===== config.mk =====
export PLATFORM = sky130hd
export DESIGN_NAME = i2c_arbiter
export DESIGN_NICKNAME = d
export VERILOG_FILES = /design/src/rtl/i2c_arbiter.sv
export SDC_FILE = /design/constraint.sdc
export NUM_CORES = 1
export LEC_CHECK = 0
export ABC_AREA = 1
export CAP_MARGIN = 15
export CORE_ASPECT_RATIO = 1.25
export CORE_MARGIN = 5
export CORE_UTILIZATION = 51
export CTS_BUF_LIST = sky130_fd_sc_hd__clkbuf_4 sky130_fd_sc_hd__clkbuf_8
export CTS_CLUSTER_SIZE = 25
export DETAILED_ROUTE_END_ITERATION = 12
export GPL_TIMING_DRIVEN = 1
export PLACE_DENSITY_LB_ADDON = 0.3
export SLEW_MARGIN = 20
export SYNTH_ARGS = -nofsm -noshare
export SYNTH_HDL_FRONTEND = slang
export SYNTH_SLANG_ARGS = --single-unit

===== constraint.sdc =====
create_clock -name clock -period 3.6 [get_ports clock]
set_input_delay 1.08 -clock clock [delete_from_list [all_inputs] [get_ports clock]]
set_output_delay 1.08 -clock clock [all_outputs]
set_load 0.01 [all_outputs]

===== src/rtl/i2c_arbiter.sv =====
// Two-requester arbiter sharing one I2C master; grants, forwards commands (1-cycle) and routes responses back (1-cycle).
// Priority: fixed (requester 0 wins) by default, round-robin when I2C_ARB_RR_EN is defined.
module i2c_arbiter #(
    parameter int HOLD_MAX = 1000
) (
    input  logic        clock,
    input  logic        reset,
    input  logic [1:0]  req,
    output logic [1:0]  gnt,
    input  logic [1:0]  r_start,
    input  logic [1:0]  r_stop,
    input  logic [1:0]  r_rw,
    input  logic [1:0]  r_go,
    input  logic [15:0] r_data_w,
    output logic [1:0]  r_ack,
    output logic [1:0]  r_ack_r,
    output logic [1:0]  r_nack,
    output logic [1:0]  r_timeout,
    output logic [7:0]  r_data_r,
    output logic        m_start,
    output logic        m_stop,
    output logic        m_rw,
    output logic        m_go,
    output logic [7:0]  m_data_w,
    input  logic        m_ack,
    input  logic        m_ack_r,
    input  logic        m_nack,
    input  logic        m_timeout,
    input  logic        m_busy,
    input  logic [7:0]  m_data_r
);
    typedef enum logic [2:0] {IDLE, OWNED, BUSY, ABANDON, RELEASE} state_t;

    localparam logic [15:0] WD_LIMIT = 16'(HOLD_MAX - 1);

    state_t      state, state_n;
    logic [1:0]  gnt_n;
    logic [15:0] wd_cnt, wd_cnt_n;
    logic        open_txn, open_txn_n;
    logic        last_stop, last_stop_n;
    logic        go_vld, go_start, go_stop, go_rw;
    logic [7:0]  go_dat;
    logic        route;
    logic        owner, owner_go, owner_req, resp, wd_expired, win;

    assign owner      = gnt[1];
    assign owner_go   = |(r_go & gnt);
    assign owner_req  = |(req & gnt);
    assign resp       = m_ack | m_ack_r | m_nack | m_timeout;
    assign wd_expired = (wd_cnt >= WD_LIMIT);

`ifdef I2C_ARB_RR_EN
    // ptr names the requester that wins a tie; it flips away from whoever just released.
    logic ptr;
    logic rel_done;
    assign rel_done = (state == RELEASE) && !m_busy;
    assign win      = req[1] & (~req[0] | ptr);

    always_ff @(posedge clock) begin
        if (reset) begin
            ptr <= 1'b0;
        end else if (rel_done) begin
            ptr <= ~owner;
        end
    end
`else
    assign win = ~req[0];
`endif

    always_ff @(posedge clock) begin
        if (reset) begin
            state <= IDLE;
        end else begin
            state <= state_n;
        end
    end

    always_comb begin
        state_n     = state;
        gnt_n       = gnt;
        wd_cnt_n    = wd_cnt;
        open_txn_n  = open_txn;
        last_stop_n = last_stop;
        go_vld      = 1'b0;
        go_start    = m_start;
        go_stop     = m_stop;
        go_rw       = m_rw;
        go_dat      = m_data_w;
        route       = 1'b0;
        case (state)
            IDLE: begin
                wd_cnt_n    = '0;
                open_txn_n  = 1'b0;
                last_stop_n = 1'b0;
                if (|req) begin
                    gnt_n   = win ? 2'b10 : 2'b01;
                    state_n = OWNED;
                end
            end
            OWNED: begin
                if (owner_go) begin
                    go_vld      = 1'b1;
                    go_start    = r_start[owner];
                    go_stop     = r_stop[owner];
                    go_rw       = r_rw[owner];
                    go_dat      = owner ? r_data_w[15:8] : r_data_w[7:0];
                    last_stop_n = r_stop[owner];
                    if (r_stop[owner]) begin
                        open_txn_n = 1'b0;
                    end else if (r_start[owner]) begin
                        open_txn_n = 1'b1;
                    end
                    wd_cnt_n = '0;
                    state_n  = BUSY;
                end else if (!owner_req || wd_expired) begin
                    wd_cnt_n = '0;
                    if (open_txn) begin
                        // Close the half-open bus transaction on the owner's behalf.
                        go_vld     = 1'b1;
                        go_start   = 1'b0;
                        go_stop    = 1'b1;
                        go_rw      = 1'b0;
                        go_dat     = '0;
                        open_txn_n = 1'b0;
                        state_n    = ABANDON;
                    end else begin
                        state_n = RELEASE;
                    end
                end else begin
                    wd_cnt_n = wd_cnt + 16'd1;
                end
            end
            BUSY: begin
                if (resp) begin
                    route   = 1'b1;
                    state_n = (m_nack || m_timeout || last_stop) ? RELEASE : OWNED;
                end
            end
            ABANDON: begin
                if (resp) begin
                    state_n = RELEASE;
                end
            end
            RELEASE: begin
                if (!m_busy) begin
                    gnt_n   = 2'b00;
                    state_n = IDLE;
                end
            end
            default: state_n = IDLE;
        endcase
    end

    always_ff @(posedge clock) begin
        if (reset) begin
            gnt       <= '0;
            wd_cnt    <= '0;
            open_txn  <= 1'b0;
            last_stop <= 1'b0;
            m_go      <= 1'b0;
            m_start   <= 1'b0;
            m_stop    <= 1'b0;
            m_rw      <= 1'b0;
            m_data_w  <= '0;
            r_ack     <= '0;
            r_ack_r   <= '0;
            r_nack    <= '0;
            r_timeout <= '0;
            r_data_r  <= '0;
        end else begin
            gnt       <= gnt_n;
            wd_cnt    <= wd_cnt_n;
            open_txn  <= open_txn_n;
            last_stop <= last_stop_n;
            m_go      <= go_vld;
            m_start   <= go_start;
            m_stop    <= go_stop;
            m_rw      <= go_rw;
            m_data_w  <= go_dat;
            r_ack     <= (route && m_ack)     ? gnt : 2'b00;
            r_ack_r   <= (route && m_ack_r)   ? gnt : 2'b00;
            r_nack    <= (route && m_nack)    ? gnt : 2'b00;
            r_timeout <= (route && m_timeout) ? gnt : 2'b00;
            if (route) begin
                r_data_r <= m_data_r;
            end
        end
    end
endmodule


Word-level counts from Yosys, hierarchy flattened
Cells that the tools add are included.
Operators by class
  add/sub/neg operators: 1
  multiply operators: 0
  divide/modulo/power cells: 0
  magnitude comparators: 2
  eq/ne operators: 11
  shift-type cells: 0
  muxes and demuxes: 45
  bitwise gates (word level): 10
  reductions and logical operators: 26
Operators with widths (count)
  $mux 16: 2
  $mux 8: 4
  $pmux 16 s2: 1
  $mux 3: 8
  $mux 1: 23
  $add 16x1->16 const B: 1
  $ge 16x10->1 const B: 1
  $reduce_or 2->1: 8
  $pmux 3 s5: 1
  $ne 2x2->1 const B: 5
  $reduce_and 3->1: 3
  $reduce_bool 2->1: 4
  $eq 3x2->1 const B: 2
  $mux 2: 3
  $not 1->1: 5
  $reduce_and 5->1: 1
  $and 2x2->2: 2
  $logic_and 1x1->1: 4
  $ne 4x4->1 const B: 1
  $pmux 1 s2: 2
  $pmux 2 s2: 1
  $eq 3x1->1 const B: 1
  $eq 3x3->1 const B: 1
  $logic_not 3->1: 1
  other kinds (6): 10
Storage, ports and cells
  flip-flop bits (word level): 51
  latch bits: 0
  memory bits (writable): 0
  memory bits (read-only): 0
  input bits: 41
  word-level logic and storage cells: 110
  memories kept: 0

Longest topological paths before layout
  depth in word-level cells: 8
  gate-level depth with buffers: 10

Least setup slack after synthesis
OpenSTA, ideal clock, no wires.
  path kind: input-to-reg
  start point: input port r_go[0]
  end point: register state[1]
  library setup time: 0.131 ns
  arrival: 1.770 ns
  required time: 3.469 ns
  setup slack: 1.699 ns
  stages: 9
  path buffers: 1
  cell sequence: nand2_1 > nand2_1 > inv_2 > nand2_2 > nor2_4 > nand2_2 > nand3_4 > buf_6 > a21oi_2
Between the ends
  cells in the longest elaborated chain, start to end: 4
  elaborated cells on any way between the ends: 6
  classes of those cells: eq/ne: 1; mux: 2; bitwise: 1; reduce/logical: 2
Ends and longest elaborated chain
  start: declaration: line 13  | input logic [1:0] r_go,
  $and 2x2->2 (*): line 47  | assign owner_go = |(r_go & gnt);
  $reduce_or 2->1 (*): line 47
  $ne 3x3->1 (no source line) or $mux 3 (tied branches)
  $reduce_and 5->1 (no source line) or $pmux 3 s5 (tied branches)
  end signal: assignment: line 74  | state <= state_n;
  end: declaration: line 36  | state_t state, state_n;
Mark *: on every way between the ends. The rest lies on a longest branch, timed or not.
A chain may end at the register's enable or synchronous reset.

Final worst setup path
  start point: register gnt[1]
  end point: output port gnt[1]
RTL lines
  start: declaration: line 9  | output logic [1:0] gnt,
  start signal: assignment: line 171  | gnt <= gnt_n;
No word-level cell between the ends.

==> impl_metrics.csv <==
group,metric,value,unit
yosys,synth.avg_cell_area,7.12,µm²
routing,wl,5070,µm
worst_setup_path,critical_path_required,2.52,ns
clock_network,path_clk_slew,0.08,ns
worst_setup_path,cp-startpoint,"gnt[1]",
worst_setup_path,cp.buffers_inverters,2,
yosys,syn_nets,353,
place,gp_congestion,0.886,
floorplan,dieArea,5770,µm²
clock_network,post_cts_buffers,0,
worst_setup_path,cp-endpoint,"gnt[1]",
routing,dr.pass1.iters,4,
clock_network,insertion_delay,0.30,ns
worst_setup_path,crit_arrival,1.40,ns
global_routing,grt_max_degree,26,
worst_setup_path,cp_max_fo,16,
timing,rsz0062_at_grt,"false",
timing,timing.final.crit_period,2.48,ns
layout,antenna_cells,0,
layout,fillers,333,
yosys,synth_edf_count,0,
timing,max_freq,404,MHz
yosys,synth_common_cells,"92 x nand2_1, 55 x nor2_1, 51 x dfxtp_1, 24 x nand3_1, 23 x inv_1",
routing,vias_per_cell,4.81,
timing,worst_hold_slack,0.444,ns
yosys,yosysWarningCount,0,
job,drv_cap,0,
layout,design_area,3060,µm²
worst_setup_path,ff2ff_path_depth,9,
worst_setup_path,cp_cell_sequence,"buf_4, clkdlybuf4s50_1",
clock_network,cts_hold_buffers,0,
worst_setup_path,r2r_slack,1.97,ns
yosys,ys_seq_area_share,46.1,%
timing,tns,0,ns
routing,vias,2112,
timing,setup_violations,0,
worst_setup_path,worstSetupPathType,"reg2out",
routing,ant_nets,0,
global_routing,grt_pass1_vias,2003,
yosys,netlist_top_cells_area,"dfxtp_1 46%, nand2_1 16%, nor2_1 9.3%",
clock_network,cts_buffers,5,
floorplan,num_io_pins,71,
layout,syn_to_final_growth,38.4,%
timing,hold_viol_final,0,
clock_network,cts-root-buf,"clkbuf_8",
layout,layoutNonFillerInstCount,439,
worst_setup_path,worstReg2RegStart,"gnt[1]",
timing,finalMaxSlewViolations,0,
floorplan,core-area,4160,µm²
routing,drt_iter0_markers,132,
timing,worst_pin_slew,0.454,ns
clock_network,clk_path_buf_depth,2,
yosys,synth_top_cell_area_share,46.1,%
worst_setup_path,slowest_stage,"clkdlybuf4s50_1",
global_routing,grt_remaining_overflow,0,
layout,layout.nets,424,
layout,drive_gt1_share,6.79,%
place,post_dp_cell_area,2960,µm²
clock_network,cts-resized-gates,0,
hold_path,hp-class,"reg2reg",
timing,skew,0.00514,ns
place,dp_hpwl,3860,µm
timing,slew_headroom,69.7,%
power_and_ir_drop,leakage,1.26,nW
clock_network,cts_max_level,2,
power_and_ir_drop,ir_drop,0.294,mV
timing,finalCritPeriodShare,68.8,%
place,place_inst,431,
layout,utilization,73.6,%
worst_setup_path,critPathTopFamily,"buffers and inverters",
routing,avgRoutedWirePerCell,11.6,µm
clock_network,cts_tree,"built",
routing,drc,0,
worst_setup_path,slowest_delay,0.57,ns
outcome,status,"complete, no violations",
floorplan,die_h,83.7,µm
power_and_ir_drop,p_per_area,473,nW/µm²
worst_setup_path,r2r-end,"open_txn",
global_routing,grt_pass1_wl,8530,µm
floorplan,start_util,53.2,%
floorplan,rows,26,
yosys,async_flop_share,0,%
yosys,yosysTopAreaCell,"dfxtp_1",
clock_network,numClockSinks,51,
yosys,synth-main-ff-cell,"dfxtp_1",
worst_setup_path,critPathCaptureType,"output pin",
global_routing,antenna_found_initial,0,
yosys,netlist_area,2210,µm²
place,port_buffers,70,
global_routing,grt_usage,18.8,%
yosys,synthMostInstantiatedCell,"nand2_1",
worst_setup_path,cp_num_cells,2,
floorplan,fp.dieW,68.9,µm
yosys,synth-seq-cells,51,
worst_setup_path,startpoint_type,"flip-flop",
yosys,ys_types,24,
yosys,syn_inst,311,
[how the worst min path moves through the flow]
stage	cells past startpoint	to	start
floorplan	2	wd_cnt[11]	wd_cnt[11]
detailed placement	2	wd_cnt[12]	wd_cnt[12]
global placement	2	wd_cnt[11]	wd_cnt[11]
global route	2	wd_cnt[12]	wd_cnt[12]
finish	2	wd_cnt[12]	wd_cnt[12]
CTS	2	wd_cnt[12]	wd_cnt[12]
[where the power goes]
| group | internal [mW] | switching (mW) | leakage [nW] |
|---|---|---|---|
| combinational | 0.178 | 0.267 | 0.795 |
| sequential | 0.613 | 0.0366 | 0.412 |
| clock | 0.183 | 0.173 | 0.0549 |
[worst register-to-register path, delay by kind of cell (launching register included)]
kind	cells	cell delay (ns)
buf+inv	2	0.56
simple gates	6	0.50
flops	1	0.31
compound gates	1	0.16
[placed cells by master, fill, tap and decap left out, types with 2 or more instances in the layout]
cell	instances
xor2_1	4
xnor2_1	2
nand4_1	2
clkdlybuf4s50_1	70
a21oi_2	2
dfxtp_1	51
nand3_1	24
o21ai_0	15
inv_2	4
nor2_1	55
clkbuf_8	7
buf_4	2
inv_1	23
nand3_4	2
nand2_1	92
a21oi_1	9
nor4_1	8
nand2_2	4
[state kept, by name (all words and copies together) (netlist names), 3 cells and up]
signal	flops
state	3
r_data_r	8
m_data_w	8
wd_cnt	16
[metal layers]
layer | vias to the layer above | wire, µm | global-route usage (%)
met4 | 0 | 85 | 6.38
met1 | 929 | 2140 | 21.6
met5 | - | 0 | 0
met2 | 56 | 2520 | 31.8
met3 | 8 | 330 | 6.06
li1 | 1119 | - | -
[through the flow]
stage	total power [mW]	setup slack (ns)
3_5_place_dp	1.11	1.11
3_3_place_gp	1.10	1.17
6_report	1.45	1.12
5_1_grt	1.54	1.06
4_1_cts	1.46	1.11
2_1_floorplan	0.951	1.70
[final cells by class]
class                           instances  area [µm²]  area share (%)
Tap cell                               56        70.1            2.29
Sequential cell                        51        1020            33.3
Timing Repair Buffer                   72         716            23.4
Clock buffer                            8         104            3.39
Multi-Input combinational cell        225        1050            34.3
Inverter                               27         101            3.31
[cells by family (layout without fill, tap and decap cells)]
| group | count (synthesis) | after routing | synth area share (%) |
|---|---|---|---|
| XOR/XNOR | 6 | 6 | 2.37 |
| flip-flops | 51 | 51 | 46.1 |
| adder cells (fa/ha/maj) | 1 | 1 | 0.565 |
| AO/OA/AOI/OAI | 26 | 26 | 6.21 |
| AND/OR/NAND/NOR | 192 | 192 | 38.4 |
| buffers and inverters | 35 | 107 | 6.38 |
No activity file was read; power rests on OpenSTA's default activity.
